[config.mk]
export PLATFORM = sky130hd
export DESIGN_NAME = rf_write_arbiter_flat
export DESIGN_NICKNAME = d
export VERILOG_FILES = /design/src/rtl/rf_write_arbiter_if.sv /design/src/rtl/rf_write_arbiter.sv /design/src/flat_wrapper.sv
export SDC_FILE = /design/constraint.sdc
export NUM_CORES = 1
export LEC_CHECK = 0
export ABC_CLOCK_PERIOD_IN_PS = 7300
export BUFFER_PORTS_ARGS = -buffer_cell sky130_fd_sc_hd__buf_2
export CORE_MARGIN = 2
export CORE_UTILIZATION = 42
export DETAILED_ROUTE_END_ITERATION = 12
export HOLD_SLACK_MARGIN = 0.1
export PLACE_DENSITY = 0.82
export SLEW_MARGIN = 20
export SYNTH_ARGS = -nofsm -noshare
export SYNTH_HDL_FRONTEND = slang
export SYNTH_SLANG_ARGS = --single-unit
export TNS_END_PERCENT = 20
[constraint.sdc]
create_clock -name clk -period 7.3 [get_ports clk]
set_clock_uncertainty 0.1 [all_clocks]
set_input_delay 2.19 -clock clk [delete_from_list [all_inputs] [get_ports clk]]
set_output_delay 2.19 -clock clk [all_outputs]
set_load 0.005 [all_outputs]
[src/rtl/rf_write_arbiter_if.sv]
// Write-request bundle for the register-file write arbiter: WB (fire-and-forget),
// MD and DBG (valid/ready). The master drives requests; the arbiter is the slave.
interface rf_write_arbiter_if #(
  parameter int width     = 32,
  parameter int AddrWidth = 5
);
  logic                 wb_we;
  logic [AddrWidth-1:0] wb_addr;
  logic [width-1:0]     wb_data;

  logic                 md_valid;
  logic [AddrWidth-1:0] md_addr;
  logic [width-1:0]     md_data;
  logic                 md_ready;

  logic                 dbg_valid;
  logic [AddrWidth-1:0] dbg_addr;
  logic [width-1:0]     dbg_data;
  logic                 dbg_ready;

  modport master (
    output wb_we, wb_addr, wb_data,
    output md_valid, md_addr, md_data,
    input  md_ready,
    output dbg_valid, dbg_addr, dbg_data,
    input  dbg_ready
  );

  modport slave (
    input  wb_we, wb_addr, wb_data,
    input  md_valid, md_addr, md_data,
    output md_ready,
    input  dbg_valid, dbg_addr, dbg_data,
    output dbg_ready
  );
endinterface

[src/rtl/rf_write_arbiter.sv]
// Arbitrates WB, MD and DBG onto the single register-file write port, tracks
// destinations of in-flight MD operations, and forces a WB stall on MD/DBG starvation.
module rf_write_arbiter #(
  parameter int width        = 32,
  parameter int AddrWidth    = 5,
  parameter int STARVE_LIMIT = 4
) (
  input  logic                 clk,
  input  logic                 reset,
  rf_write_arbiter_if.slave    wr,
  input  logic                 md_issue,
  input  logic [AddrWidth-1:0] md_issue_addr,
  input  logic [AddrWidth-1:0] chk_addr1,
  input  logic [AddrWidth-1:0] chk_addr2,
  output logic                 chk_hazard,
  output logic                 stall_wb,
  output logic                 RegWrite,
  output logic [AddrWidth-1:0] Write_register,
  output logic [width-1:0]     Write_data
);

  localparam int NREG  = 1 << AddrWidth;
  localparam int CNT_W = (STARVE_LIMIT > 1) ? $clog2(STARVE_LIMIT) : 1;
  localparam logic [CNT_W-1:0] CNT_LAST = CNT_W'(STARVE_LIMIT - 1);

  typedef enum logic       {RR_MD, RR_DBG} rr_e;
  typedef enum logic [1:0] {GNT_NONE, GNT_WB, GNT_MD, GNT_DBG} grant_e;

  grant_e               grant;
  rr_e                  rr_q, rr_d;
  logic [CNT_W-1:0]     cnt_q, cnt_d;
  logic                 stall_wb_q, stall_wb_d;
  logic                 reg_write_q, reg_write_d;
  logic [AddrWidth-1:0] wr_reg_q, wr_reg_d;
  logic [width-1:0]     wr_data_q, wr_data_d;
  logic [NREG-1:0]      pending_q, pending_d;
  logic                 starve_inc;

  // WB has priority unless the starvation stall is active; MD/DBG ties go to rr_q.
  always_comb begin
    grant = GNT_NONE;
    if (!stall_wb_q && wr.wb_we)           grant = GNT_WB;
    else if (wr.md_valid && wr.dbg_valid)  grant = (rr_q == RR_MD) ? GNT_MD : GNT_DBG;
    else if (wr.md_valid)                  grant = GNT_MD;
    else if (wr.dbg_valid)                 grant = GNT_DBG;
  end

  // Ready is gated so no handshake can complete while the flops are held in reset.
  assign wr.md_ready  = reset && (grant == GNT_MD);
  assign wr.dbg_ready = reset && (grant == GNT_DBG);

  assign starve_inc = (wr.md_valid || wr.dbg_valid) &&
                      (grant != GNT_MD) && (grant != GNT_DBG);

  always_comb begin
    // NOTE: every always_comb output gets a default first so no path infers a latch.
    reg_write_d = 1'b0;
    wr_reg_d    = wr_reg_q;
    wr_data_d   = wr_data_q;
    rr_d        = rr_q;
    cnt_d       = cnt_q;
    stall_wb_d  = 1'b0;
    pending_d   = pending_q;

    unique case (grant)
      GNT_WB: begin
        wr_reg_d    = wr.wb_addr;
        wr_data_d   = wr.wb_data;
        reg_write_d = (wr.wb_addr != '0);
      end
      GNT_MD: begin
        wr_reg_d    = wr.md_addr;
        wr_data_d   = wr.md_data;
        reg_write_d = (wr.md_addr != '0);
        rr_d        = RR_DBG;
        cnt_d       = '0;
        pending_d[wr.md_addr] = 1'b0;
      end
      GNT_DBG: begin
        wr_reg_d    = wr.dbg_addr;
        wr_data_d   = wr.dbg_data;
        reg_write_d = (wr.dbg_addr != '0);
        rr_d        = RR_MD;
        cnt_d       = '0;
      end
      default: ;
    endcase

    if (starve_inc) begin
      if (cnt_q == CNT_LAST) begin
        stall_wb_d = 1'b1;
        cnt_d      = '0;
      end else begin
        cnt_d = cnt_q + CNT_W'(1);
      end
    end

    // Issue is applied after the MD clear so a same-cycle set wins; r0 is never tracked.
    if (md_issue && (md_issue_addr != '0)) pending_d[md_issue_addr] = 1'b1;
  end

  // NOTE: state uses non-blocking assignments so every flop samples pre-edge values.
  always_ff @(posedge clk or negedge reset) begin
    if (!reset) begin
      rr_q        <= RR_MD;
      cnt_q       <= '0;
      stall_wb_q  <= 1'b0;
      reg_write_q <= 1'b0;
      wr_reg_q    <= '0;
      wr_data_q   <= '0;
      // NOTE: the scoreboard is reset because a stale pending bit would stall decode forever.
      pending_q   <= '0;
    end else begin
      rr_q        <= rr_d;
      cnt_q       <= cnt_d;
      stall_wb_q  <= stall_wb_d;
      reg_write_q <= reg_write_d;
      wr_reg_q    <= wr_reg_d;
      wr_data_q   <= wr_data_d;
      pending_q   <= pending_d;
    end
  end

  assign chk_hazard     = pending_q[chk_addr1] | pending_q[chk_addr2];
  assign stall_wb       = stall_wb_q;
  assign RegWrite       = reg_write_q;
  assign Write_register = wr_reg_q;
  assign Write_data     = wr_data_q;

endmodule

[src/flat_wrapper.sv]
// flat-port wrapper written by rule: the top's interface ports become plain ports
module rf_write_arbiter_flat 
#(
  parameter int width        = 32,
  parameter int AddrWidth    = 5,
  parameter int STARVE_LIMIT = 4
)
  (clk, reset, md_issue, md_issue_addr, chk_addr1, chk_addr2, chk_hazard, stall_wb, RegWrite, Write_register, Write_data, wr_wb_we, wr_wb_addr, wr_wb_data, wr_md_valid, wr_md_addr, wr_md_data, wr_md_ready, wr_dbg_valid, wr_dbg_addr, wr_dbg_data, wr_dbg_ready);
  rf_write_arbiter_if #(.width(width), .AddrWidth(AddrWidth)) wr_i ();
  input  logic clk;
  input  logic reset;
  input  logic md_issue;
  input  logic [AddrWidth-1:0] md_issue_addr;
  input  logic [AddrWidth-1:0] chk_addr1;
  input  logic [AddrWidth-1:0] chk_addr2;
  output logic chk_hazard;
  output logic stall_wb;
  output logic RegWrite;
  output logic [AddrWidth-1:0] Write_register;
  output logic [width-1:0] Write_data;
  input wire logic [$bits(wr_i.wb_we)-1:0] wr_wb_we;
  input wire logic [$bits(wr_i.wb_addr)-1:0] wr_wb_addr;
  input wire logic [$bits(wr_i.wb_data)-1:0] wr_wb_data;
  input wire logic [$bits(wr_i.md_valid)-1:0] wr_md_valid;
  input wire logic [$bits(wr_i.md_addr)-1:0] wr_md_addr;
  input wire logic [$bits(wr_i.md_data)-1:0] wr_md_data;
  output wire logic [$bits(wr_i.md_ready)-1:0] wr_md_ready;
  input wire logic [$bits(wr_i.dbg_valid)-1:0] wr_dbg_valid;
  input wire logic [$bits(wr_i.dbg_addr)-1:0] wr_dbg_addr;
  input wire logic [$bits(wr_i.dbg_data)-1:0] wr_dbg_data;
  output wire logic [$bits(wr_i.dbg_ready)-1:0] wr_dbg_ready;
  assign wr_i.wb_we = wr_wb_we;
  assign wr_i.wb_addr = wr_wb_addr;
  assign wr_i.wb_data = wr_wb_data;
  assign wr_i.md_valid = wr_md_valid;
  assign wr_i.md_addr = wr_md_addr;
  assign wr_i.md_data = wr_md_data;
  assign wr_md_ready = wr_i.md_ready;
  assign wr_i.dbg_valid = wr_dbg_valid;
  assign wr_i.dbg_addr = wr_dbg_addr;
  assign wr_i.dbg_data = wr_dbg_data;
  assign wr_dbg_ready = wr_i.dbg_ready;
  rf_write_arbiter #(.width(width), .AddrWidth(AddrWidth), .STARVE_LIMIT(STARVE_LIMIT)) u_core (.clk(clk), .reset(reset), .wr(wr_i), .md_issue(md_issue), .md_issue_addr(md_issue_addr), .chk_addr1(chk_addr1), .chk_addr2(chk_addr2), .chk_hazard(chk_hazard), .stall_wb(stall_wb), .RegWrite(RegWrite), .Write_register(Write_register), .Write_data(Write_data));
endmodule
# After elaboration in Yosys (flattened, before gate mapping)
# Index checks and enable logic that the tools add are counted.
dict set report op_classes {
  n_reduce_logical 19
  n_bitwise 4
  magnitude_cmp 6
  n_eq_ne 6
  n_mux 24
  add_sub_neg 1
}
# op count
set op_table {}
lappend op_table {{32-bit case mux with 3 select lines} 1}
lappend op_table {{32-bit two-way mux} 2}
lappend op_table {{32-bit AND} 1}
lappend op_table {{32-bit inverter} 1}
lappend op_table {{32-bit bitwise OR} 1}
lappend op_table {{5-bit by 6-bit less-than comparator with 1-bit output (second input constant)} 4}
lappend op_table {{5-bit nonzero test} 4}
lappend op_table {{5-bit case mux with 3 select lines} 1}
lappend op_table {{2-bit two-way mux} 7}
lappend op_table {{1-bit binary-select mux with 5-bit select} 2}
lappend op_table {{1-bit demux with 5-bit select} 2}
lappend op_table {{5-bit by 1-bit greater-or-equal comparator with 1-bit output (second input constant)} 2}
lappend op_table {{1-bit logical AND} 9}
lappend op_table {{1-bit two-way mux} 7}
lappend op_table {{2-bit == test (second input constant)} 3}
lappend op_table {{2-bit inequality test (second input constant)} 2}
lappend op_table {{2-bit nonzero test} 2}
lappend op_table {{1-bit case mux with 3 select lines} 1}
lappend op_table {{3-bit nonzero test} 1}
lappend op_table {{2-bit by 1-bit adder with 2-bit output (second input constant)} 1}
lappend op_table {{2-bit by 1-bit == test with 1-bit output (second input constant)} 1}
lappend op_table {{1-bit case mux with 2 select lines} 1}
lappend op_table {{2-bit OR reduction} 1}
lappend op_table {{1-bit zero test} 1}
lappend op_table {{other kinds (2)} 2}
dict set report word_totals {
  word_cells 67
  input_bits 132
  output_inout_bits 42
  regBits 74
}

# Longest topological paths before layout
dict set report depth {
  word_depth 9
  mapped_depth 7
  mapped_depth_nobuf 5
}

# Least setup slack after synthesis
# OpenSTA, ideal clock, no wires.
dict set report synth_timing {
  path_kind {input to output}
  start {input port chk_addr1[1]}
  end {output port chk_hazard}
  arrival_ns 3.330
  n_path_buf 1
  path_slack_ns 1.680
  cell_stages 6
  required_time_ns 5.010
  path_cell_list {clkbuf_2 -> mux2_2 -> nor3b_1 -> a311oi_1 -> a311oi_1 -> nand4_1}
}
dict set report synth_via {
  elab_chain_cells 3
}
# item line
set synth_rtl {}
lappend synth_rtl {{start: declaration} flat_wrapper.sv:14} ;# input logic [AddrWidth-1:0] chk_addr1;
lappend synth_rtl {{1-bit binary-select mux with 5-bit select} rf_write_arbiter.sv:124} ;# assign chk_hazard = pending_q[chk_addr1] | pending_q[chk_addr2];
lappend synth_rtl {{1-bit two-way mux (implied by the code)} rf_write_arbiter.sv:124}
lappend synth_rtl {{1-bit bitwise OR} rf_write_arbiter.sv:124}
lappend synth_rtl {{end: declaration} flat_wrapper.sv:16} ;# output logic chk_hazard;
# Every way passes these cells. The select of a mux whose other input is x is not followed.

# Worst setup path after layout
dict set report layout_timing {
  start {input port chk_addr1[0]}
  end {output port chk_hazard}
}
# Same word-level chain as after synthesis.

==> impl_metrics.env <==
export IMPL_synth_async_sr_flop_share=1.00
export IMPL_synth_cell_count_leaders="sky130_fd_sc_hd__dfrtp_1 (74), sky130_fd_sc_hd__o21ai_0 (59), sky130_fd_sc_hd__nand2_1 (48)"
export IMPL_postSynth_topFlopCell="sky130_fd_sc_hd__dfrtp_1"
export IMPL_viasPerCell=5.83
export IMPL_route_detailed_wl_per_inst_um=18.1
export IMPL_route_detailed_drc=0
export IMPL_placementRows=35
export IMPL_synth_seq_cells=74
export IMPL_critical_path_top_delay_family="multiplexers"
export IMPL_power_density_nw_per_um2=225
export IMPL_timing_critical_path_arrival_ns=3.72
export IMPL_endpoint="chk_hazard"
export IMPL_syn2layout_area_growth_pct=29.4
export IMPL_synthCells=420
export IMPL_die_w_um=101
export IMPL_synth_top_cell_by_area="sky130_fd_sc_hd__dfrtp_1"
export IMPL_drive_above_1_share=0.355
export IMPL_cts_root_buf="sky130_fd_sc_hd__clkbuf_8"
export IMPL_antenna_found_initial=0
export IMPL_synthesized_cell_area_um2=3990
export IMPL_numCtsBuffers=9
export IMPL_pin_count=174
export IMPL_critical_path_endpoint_type="output pin"
export IMPL_critical_path_class="input port to output pin"
export IMPL_setup_reg_to_reg_worst_slack_ns=5.01
export IMPL_timing_max_slew_rel_slack=0.515
export IMPL_final_max_slew_viols=0
export IMPL_worstSkewPairLatency_ns=0.34
export IMPL_vdd_drop_max_mv=0.149
export IMPL_total_leakage_power_nw=2.35
export IMPL_effective_utilization_at_floorplan=0.432
export IMPL_rsz_0062_raised_after_global_routing="no"
export IMPL_worstHoldPathType="register to register"
export IMPL_finish_net_count=715
export IMPL_max_slew_worst_pin_slew_ns=0.726
export IMPL_postCtsResizedCells=0
export IMPL_pin_count_of_the_biggest_net_entering_global_routing=45
export IMPL_drt_total_wl_mm=13.0
export IMPL_timing_hold_violations_final=0
export IMPL_timing_critical_path_fanout_max=11
export IMPL_core_area_um2=9240
export IMPL_worstPathBufferInverterCount=2
export IMPL_drt_pass1_iterations=5
export IMPL_detailroute_via_count=4173
export IMPL_critical_path_startpoint_type="input port"
export IMPL_total_die_area_um2=10300
export IMPL_synth_fp_nets=553
export IMPL_clock_fmax_mhz=166
export IMPL_synth_warnings=0
export IMPL_postSynthAreaPerCell_um2=9.50
export IMPL_cp_startpoint="chk_addr1[0]"
export IMPL_r2r_start="u_core.stall_wb"
export IMPL_fin_crit_ns=6.01
export IMPL_most_numerous_cell_in_the_yosys_netlist="sky130_fd_sc_hd__dfrtp_1"
export IMPL_crit_path_top_delay_cell="sky130_fd_sc_hd__mux4_2"
export IMPL_synth_edff_count=0
export IMPL_port_buffers=173
export IMPL_worst_ep_required_time_ns=5.01
export IMPL_netlist_top_cells_area="sky130_fd_sc_hd__dfrtp_1 (46%), sky130_fd_sc_hd__a221oi_1 (7.5%), sky130_fd_sc_hd__o21ai_0 (7.4%)"
export IMPL_num_fill_cells=835
export IMPL_whs_path_depth=1
export IMPL_grt_first_pass_wirelength_mm=20.4
export IMPL_grt_overflow_total=0
export IMPL_clock_net_sink_count=74
export IMPL_htreeDepth=3
export IMPL_setup_viol=0
export IMPL_worstSetupPathDepth=7
export IMPL_cts_setup_buffers=0
export IMPL_gr_usage_all_layers=0.255
export IMPL_post_synth_top_area_fraction=0.464
export IMPL_synth_cell_types=47
export IMPL_final_core_utilization=0.559
export IMPL_gp_congestion=0.958
export IMPL_cp_max_stage_delay_ns=0.55
export IMPL_number_of_cells_on_the_worst_reg_to_reg_path=6
export IMPL_max_clock_path_buffers=2
export IMPL_dr_first_iter_drc_count=303
export IMPL_drv_cap=0
export IMPL_timing_setup_tns_ns=0
export IMPL_rr_endpoint="u_core.pending_q[21]"
export IMPL_clock_tree_from_tritoncts="done"
export IMPL_via_count_of_the_first_global_routing_pass=4086
export IMPL_finalCritPeriodShare=0.824
export IMPL_path_cells="buf_2 -> mux4_2 -> nor2_1 -> a311oi_1 -> a311oi_1 -> nand4_1 -> buf_2"
export IMPL_clk_pin_slew_worst_paths_ns=0.08
export IMPL_die_height_um=101
export IMPL_drtAntennaViolNets=0
export IMPL_place_detailed_hpwl_mm=9.66
export IMPL_post_cts_hold_buffer_count=0
export IMPL_ys_seq_area_frac=0.464
export IMPL_outcome="complete, no violations"
cell usage in the layout (no fill, tap or decap), types with 7 or more instances in the layout:
master                     count
sky130_fd_sc_hd__clkbuf_8      9
sky130_fd_sc_hd__a21oi_1      37
sky130_fd_sc_hd__o21ai_0      59
sky130_fd_sc_hd__a221oi_1     34
sky130_fd_sc_hd__nand2_1      47
sky130_fd_sc_hd__nand2b_1      7
sky130_fd_sc_hd__nor2_1       42
sky130_fd_sc_hd__buf_2       172
sky130_fd_sc_hd__nand3_1      11
sky130_fd_sc_hd__dfrtp_1      74
final cells by class:
type / count / area (um^2) / area share
multi-input combinational: 315 / 2020 / 0.391
sequential: 74 / 1850 / 0.359
timing repair buffer: 178 / 906 / 0.175
tap: 129 / 161 / 0.0313
clock buffer: 9 / 124 / 0.0240
clock inverter: 6 / 82.6 / 0.0160
inverter: 4 / 15.0 / 0.00291
antenna: 1 / 2.50 / 0.000484
registers in the layout, summed over array words and instances, names as in the netlist:
signal / cells
u_core.Write_register: 5
u_core.pending_q: 32
u_core.Write_data: 32
u_core.stall_wb: 1
u_core.rr_q: 1
u_core.RegWrite: 1
u_core.cnt_q: 2
logic make-up (layout without fill, tap and decap cells):
logic type               after synthesis  count (layout)  share of synthesized area
AO/OA/AOI/OAI                        152             152                      0.239
AND/OR/NAND/NOR                      143             143                      0.171
flip-flops                            74              74                      0.464
buffers and inverters                 31             197                     0.0351
multiplexers                          19              19                     0.0878
adder cells (fa/ha/maj)                1               1                    0.00314
other                                  0               1                          0
worst reg2reg max path, delay by kind of cell (launching register included):
family                 cells  cell delay (ns)
buffers and inverters      1             0.41
AND/OR/NAND/NOR            3             0.89
flip-flops                 1             0.38
AO/OA/AOI/OAI              2             0.39
stage by stage:
stage	worst slack, ns	cells	total power, mW	cell area, um^2	hold slack [ns]
after floorplan	1.68	420	0.685	3990	0.372
after global placement	1.30	700	0.815	4950	0.395
after detailed placement	1.27	700	0.827	4960	0.403
after CTS	1.27	715	1.17	5160	0.425
after global routing	1.10	715	1.22	5160	0.439
final	1.29	716	1.16	5160	0.424
report_power, final:
group | switching, mW | internal, mW
Sequential | 0.0670 | 0.484
Clock | 0.150 | 0.189
Combinational | 0.136 | 0.136
how the worst min path moves through the flow:
stage                              startpoint             endpoint  slack, ns
final                         u_core.cnt_q[1]      u_core.cnt_q[1]       0.42
after global routing          u_core.cnt_q[1]      u_core.cnt_q[1]       0.44
after CTS                     u_core.cnt_q[1]      u_core.cnt_q[1]       0.43
after detailed placement      u_core.cnt_q[1]      u_core.cnt_q[1]       0.40
after global placement        u_core.cnt_q[1]      u_core.cnt_q[1]       0.40
after floorplan           u_core.pending_q[7]  u_core.pending_q[7]       0.37
per-layer routing:
metal	GRT usage	vias up	part of all wire
met5	0	-	0
met4	0.123	0	0.032
met3	0.0649	31	0.11
met2	0.424	242	0.49
met1	0.311	1994	0.37
li1	-	1906	-
Note: power is estimated with default switching activity, not from simulation.
